### src/rtl/timer_counter.sv
// timer_counter: 32-bit down-counting timer with a three-word register file
// (CTRL, PRESET, COUNT), one-shot and auto-reload modes, and a maskable
// level interrupt intended for one HWInt bit of the coprocessor.
//
// Register map (addr):
//   0 CTRL   [0] EN, [2:1] MODE (01 auto-reload, anything else one-shot),
//            [3] IM (irq mask), [31:4] read as zero
//   1 PRESET 32-bit read/write reload value
//   2 COUNT  32-bit read-only current count
//   3 reserved, reads zero, writes ignored
//
// Sequencing: IDLE -> LOAD -> CNT -> INT. A write to CTRL or PRESET always
// wins over the counter sequencer in the same cycle: the sequencer does not
// advance on such a cycle. A PRESET write sends the sequencer to IDLE, and a
// CTRL write that clears EN does the same; a CTRL write that keeps EN set
// leaves the sequencer where it is for that cycle. Writes to COUNT or to the
// reserved word have no effect at all and the sequencer advances normally.
module timer_counter (
    input  logic        clk,
    input  logic        reset,
    input  logic [1:0]  addr,
    input  logic        we,
    input  logic [31:0] din,
    output logic [31:0] dout,
    output logic        irq
);

    // Word selects as decoded by the upstream bridge
    localparam logic [1:0] ADDR_CTRL   = 2'd0;
    localparam logic [1:0] ADDR_PRESET = 2'd1;
    localparam logic [1:0] ADDR_COUNT  = 2'd2;

    // MODE encoding that selects auto-reload; every other code is one-shot
    localparam logic [1:0] MODE_AUTO   = 2'b01;

    typedef enum logic [1:0] {
        ST_IDLE = 2'd0,
        ST_LOAD = 2'd1,
        ST_CNT  = 2'd2,
        ST_INT  = 2'd3
    } state_t;

    // Architectural state
    state_t      state_r;
    logic        en_r;
    logic [1:0]  mode_r;
    logic        im_r;
    logic [31:0] preset_r;
    logic [31:0] count_r;
    logic        irq_flag_r;

    // Decoded write strobes and mode qualifier
    logic        ctrl_wr_s;
    logic        preset_wr_s;
    logic        auto_reload_s;
    logic        count_zero_s;

    // Decode which register (if any) the current bus cycle writes
    always_comb begin
        ctrl_wr_s     = 1'b0;
        preset_wr_s   = 1'b0;
        auto_reload_s = (mode_r == MODE_AUTO);
        count_zero_s  = (count_r == 32'd0);
        if (we) begin
            ctrl_wr_s   = (addr == ADDR_CTRL);
            preset_wr_s = (addr == ADDR_PRESET);
        end else begin
            ctrl_wr_s   = 1'b0;
            preset_wr_s = 1'b0;
        end
    end

    // Register file and counter sequencer; bus writes take priority
    always_ff @(posedge clk or negedge reset) begin
        if (!reset) begin
            state_r    <= ST_IDLE;
            en_r       <= 1'b0;
            mode_r     <= 2'b00;
            im_r       <= 1'b0;
            preset_r   <= 32'd0;
            count_r    <= 32'd0;
            irq_flag_r <= 1'b0;
        end else if (preset_wr_s) begin
            // New reload value: drop any pending flag and restart via LOAD
            preset_r   <= din;
            irq_flag_r <= 1'b0;
            state_r    <= ST_IDLE;
        end else if (ctrl_wr_s) begin
            en_r       <= din[0];
            mode_r     <= din[2:1];
            im_r       <= din[3];
            irq_flag_r <= 1'b0;
            if (!din[0]) begin
                // Disabling stops the count immediately, COUNT keeps its value
                state_r <= ST_IDLE;
            end else begin
                state_r <= state_r;
            end
        end else begin
            case (state_r)
                ST_IDLE: begin
                    if (en_r) begin
                        state_r <= ST_LOAD;
                    end else begin
                        state_r <= ST_IDLE;
                    end
                end
                ST_LOAD: begin
                    count_r <= preset_r;
                    state_r <= ST_CNT;
                end
                ST_CNT: begin
                    if (!en_r) begin
                        state_r <= ST_IDLE;
                    end else if (count_zero_s) begin
                        // Expiry: the flag rises as INT is entered
                        state_r    <= ST_INT;
                        irq_flag_r <= 1'b1;
                    end else begin
                        count_r <= count_r - 32'd1;
                    end
                end
                ST_INT: begin
                    if (auto_reload_s) begin
                        // Periodic mode: one-cycle flag pulse, then reload
                        state_r    <= ST_LOAD;
                        irq_flag_r <= 1'b0;
                    end else begin
                        // One-shot: stop and keep the flag until software acks
                        en_r    <= 1'b0;
                        state_r <= ST_IDLE;
                    end
                end
                default: begin
                    state_r <= ST_IDLE;
                end
            endcase
        end
    end

    // Read mux for the word selected by addr
    always_comb begin
        dout = 32'd0;
        case (addr)
            ADDR_CTRL:   dout = {28'd0, im_r, mode_r, en_r};
            ADDR_PRESET: dout = preset_r;
            ADDR_COUNT:  dout = count_r;
            default:     dout = 32'd0;
        endcase
    end

    // Interrupt is a pure function of stored state, never of the bus inputs
    assign irq = irq_flag_r & im_r;

endmodule

### config.mk
export PLATFORM = sky130hd
export DESIGN_NAME = timer_counter
export DESIGN_NICKNAME = d
export VERILOG_FILES = /design/src/rtl/timer_counter.sv
export SDC_FILE = /design/constraint.sdc
export NUM_CORES = 1
export LEC_CHECK = 0
export CAP_MARGIN = 40
export CORE_MARGIN = 5
export CORE_UTILIZATION = 55
export DETAILED_ROUTE_END_ITERATION = 10
export DONT_BUFFER_PORTS = 1
export PLACE_DENSITY = 0.68
export SLEW_MARGIN = 20
export SYNTH_ARGS = -nofsm -noshare
export SYNTH_HDL_FRONTEND = slang
export SYNTH_SLANG_ARGS = --single-unit
export TNS_END_PERCENT = 10
### constraint.sdc
create_clock -name clk -period 7 [get_ports clk]
set_input_delay 2.1 -clock clk [delete_from_list [all_inputs] [get_ports clk]]
set_output_delay 2.1 -clock clk [all_outputs]
set_load 0.02 [all_outputs]
==> results.txt <==
----------------------------------------------------
[Status]
  Run status ... finished, final reports clean

[Yosys]
  Flop and latch count out of synthesis ... just over 70
  Synthesized area per cell ... 9.63 um^2
  Cell type with the largest total area after synthesis ... sky130_fd_sc_hd__dfrtp_1
  Yosys Warn Count ... 0
  Library cells used by synthesis ... 60
  Fraction of post-synthesis cell area in the top cell type by area ... 0.400
  Instance count of the mapped netlist ... 461
  Largest cells by area after synthesis ... sky130_fd_sc_hd__dfrtp_1 (40%), sky130_fd_sc_hd__mux2_2 (8.9%), sky130_fd_sc_hd__a22o_1 (5.7%)
  Cell area after synthesis ... 4440 um^2
  Most used DFF post-synth ... sky130_fd_sc_hd__dfrtp_1
  Sequential element share of the synthesized area ... 0.400
  Post-Synthesis Net Count ... 502
  Post-synth ARST share ... 1.00
  Number of flops mapped to enable cells by yosys ... 0

[Timing]
  Setup TNS ... 0 ns
  Remaining max-slew budget at the tightest pin ... 0.450
  Setup-violating endpoint count in the final report ... 0
  F_max ... 0.184 GHz
  Final worst setup slack ... 1.56 ns
  Clock skew ... about 0.0091 ns
  Final Cycle Share ... 0.777
  Final critical-path required period ... approximately 5.4 ns
  Count of final hold-check violations ... 0
  Unrepaired setup endpoints after global routing ... no
  Transition time at the pin with the least slew margin ... between 0.8 and 0.9 ns
  Count of final max-slew check failures ... 0

[Die]
  Number of cell rows ... 32
  Die ar. ... 9970 um^2
  I/O pin cnt ... 70
  Initial Utilization ... 0.569
  Die Y ... 99.8 um
  Floorplan core area ... 7810 um^2
  Die width ... about 100 um

[Cells and area]
  Final net count ... 484
  Fraction of layout cells with a size suffix above 1 ... 0.172
  Diode insertion count for antenna repair ... 0
  Filler cell count ... 688
  Area grow syn2layout ... 6.45%

[Routing]
  Number of iterations in the first detailed-routing pass ... 4
  Detailed-route wire length ... 11700 um
  Violation count after the first detailed-route iteration ... 270
  Final ANT Viol Nets ... 0
  Detailed-route wire length per cell ... 21.3 um
  DRC Markers ... 0
  Detail-routed via count per cell ... just under 7
  Total number of vias ... 3797

[Clocking]
  Number of levels in the clock H-tree ... 3
  Clock buffer depth ... 2
  Later-pin clock latency in the skew report ... 0.36 ns
  Root Buffer ... sky130_fd_sc_hd__clkbuf_8
  CTS tree ... yes
  Clock slew at reported path FFs ... 0.07 ns
  Number of resized instances in the post-cts repair step ... 0
  CTS Buf Count ... 9
  Post-CTS Repair Setup Buffers ... 0
  TritonCTS Sinks ... 71
  CTS Hold Buffers Added ... 0

[Placement]
  Post-Place Setup Slack ... 1.57 ns
  Placer Congestion ... around 0.87
  Buffers on Ports ... 0
  Placed wire-length estimate ... roughly 8000 um

[Critical path]
  Critical path's largest stage delay ... 0.50 ns
  Worst Path Max Fanout ... 20
  Endpoint class of the critical path ... output pin
  Max stage delay cell, worst path ... sky130_fd_sc_hd__nor2b_2
  Crit Path Category ... in2out
  Cell Chain, Critical Path ... nor2b_2, buf_4, nand2_1, o21ai_0
  Data arrival time at the worst-slack endpoint ... between 3 and 4 ns
  Critical Path RT ... 4.90 ns
  Startpoint kind of the worst setup timing path ... input pin

[Run]
  Reported max-cap violation count ... 0

[Global route]
  Largest net degree at the start of global routing ... 72
  Initial antenna violation count ... 0
  Number of global-route vias before repair ... between 3000 and 4000
  Total routing resource utilization after global routing ... 0.247
  Global-route wire length before repair ... between 15000 and 20000 um
  Gr ovfl total ... 0

[Power]
  Leakage ... around 1.8 nW
  Post-layout total power ... 1.66 mW
  Largest vdd supply drop ... between 0.0001 and 0.00015 V
  Power density normalized to cell area ... 351 nW/um^2

[Hold path]
  Hold Crit Class ... reg2reg

----------------------------------------------------
## per-layer routing
metal / up-vias / wire length (um) / GRT usage / part of all wire
met2: 138 / 5640 / 0.388 / 0.48
met1: 1894 / 5090 / 0.339 / 0.43
met4: 0 / 201 / 0.0935 / 0.017
met3: 18 / 775 / 0.0486 / 0.066
li1: 1747 / - / - / -
met5: - / 0 / 0 / 0
## logic make-up after synthesis
family / count (synthesis) / share of synthesized area
buffers and inverters: 51 / 0.0476
AND/OR/NAND/NOR: 141 / 0.180
flip-flops: 71 / 0.400
adder cells (fa/ha/maj): 4 / 0.0113
AO/OA/AOI/OAI: 153 / 0.259
multiplexers: 41 / 0.102
## worst max-delay path: cells and delay by family
kind | cells | cell delay (ns)
AOI/OAI and AO/OA | 1 | 0.27
buffers and inverters | 1 | 0.38
and+or+nand+nor | 2 | 0.58
## layout make-up
type / instances / area (um^2) / area share
clock buffers: 11 / 141 / 0.0299
clock inverters: 5 / 81.3 / 0.0172
inverters: 14 / 52.6 / 0.0111
multi-input cells: 339 / 2470 / 0.522
flip-flops and latches: 71 / 1780 / 0.376
well taps: 102 / 128 / 0.0270
repair buffers: 8 / 77.6 / 0.0164
## power by group
group / switching, mW / internal, mW
Sequential: 0.205 / 0.540
Clock: 0.161 / 0.210
Combinational: 0.316 / 0.227
Total: 0.682 / 0.978
## registers in the layout (all words and copies together) (netlist names)
register / count
count_r: 32
preset_r: 32
mode_r: 2
state_r: 2
en_r: 1
im_r: 1
irq_flag_r: 1
## worst paths after layout
path / start / to / slack (ns) / cells after the start
max in group asynchronous: reset / preset_r[22] / 5.46 / 0
max reg2reg: count_r[0] / count_r[28] / 4.07 / 7
max: addr[0] / dout[1] / 1.56 / 4
min reg2reg: preset_r[1] / preset_r[1] / 0.54 / 1
min in group asynchronous: reset / preset_r[27] / 1.43 / 0
min: preset_r[1] / preset_r[1] / 0.54 / 1
## cell usage after synthesis, drive strengths merged, types with 2 or more instances
library cell and count:
o22a 7, nor4 15, o211ai 6, o21a 2, or4 7, a22o 29
o32ai 3, a22oi 3, nand3 14, mux2i 6, dfrtp 71, a2bb2oi 4
o31a 2, or3 7, a31oi 8, buf 13, o22ai 4, inv 14
o2bb2ai 3, and2 2, o21ai 27, a41oi 3, nand4 9, o31ai 11
clkbuf 24, o41a 5, a21boi 2, a21o 3, nor3 26, nor2 27
a21oi 19, mux2 35, and3 3, o311ai 2, nand2 20, nor2b 5
nand2b 4, a211oi 3, ha 4
## cells in the final DEF (no fill, tap or decap), types with 5 or more instances in the layout
master and count:
sky130_fd_sc_hd__dfrtp_1 71, sky130_fd_sc_hd__mux2_2 35, sky130_fd_sc_hd__a22o_1 29, sky130_fd_sc_hd__nor2_1 27, sky130_fd_sc_hd__nor3_1 23, sky130_fd_sc_hd__nand2_1 20
sky130_fd_sc_hd__a21oi_1 19, sky130_fd_sc_hd__o21ai_0 18, sky130_fd_sc_hd__inv_1 14, sky130_fd_sc_hd__nand3_1 13, sky130_fd_sc_hd__o31ai_1 11, sky130_fd_sc_hd__nor4_1 10
sky130_fd_sc_hd__clkbuf_8 10, sky130_fd_sc_hd__nand4_1 8, sky130_fd_sc_hd__a31oi_1 8, sky130_fd_sc_hd__or4_1 7, sky130_fd_sc_hd__o22a_1 7, sky130_fd_sc_hd__or3_1 7
sky130_fd_sc_hd__o21ai_1 7, sky130_fd_sc_hd__mux2i_1 6, sky130_fd_sc_hd__o211ai_1 6, sky130_fd_sc_hd__o41a_1 5, sky130_fd_sc_hd__buf_4 5
## metrics by stage
step / instances / hold WS (ns) / util / instance area, um^2
2_1_floorplan: 461 / 0.494 / - / 4440
5_1_grt: 550 / 0.546 / 0.605 / 4730
6_report: 550 / 0.537 / 0.605 / 4730
3_5_place_dp: 534 / 0.519 / 0.577 / 4500
4_1_cts: 550 / 0.538 / 0.605 / 4730
3_3_place_gp: 531 / 0.512 / 0.572 / 4460
Power figures use the tool's default switching activity.
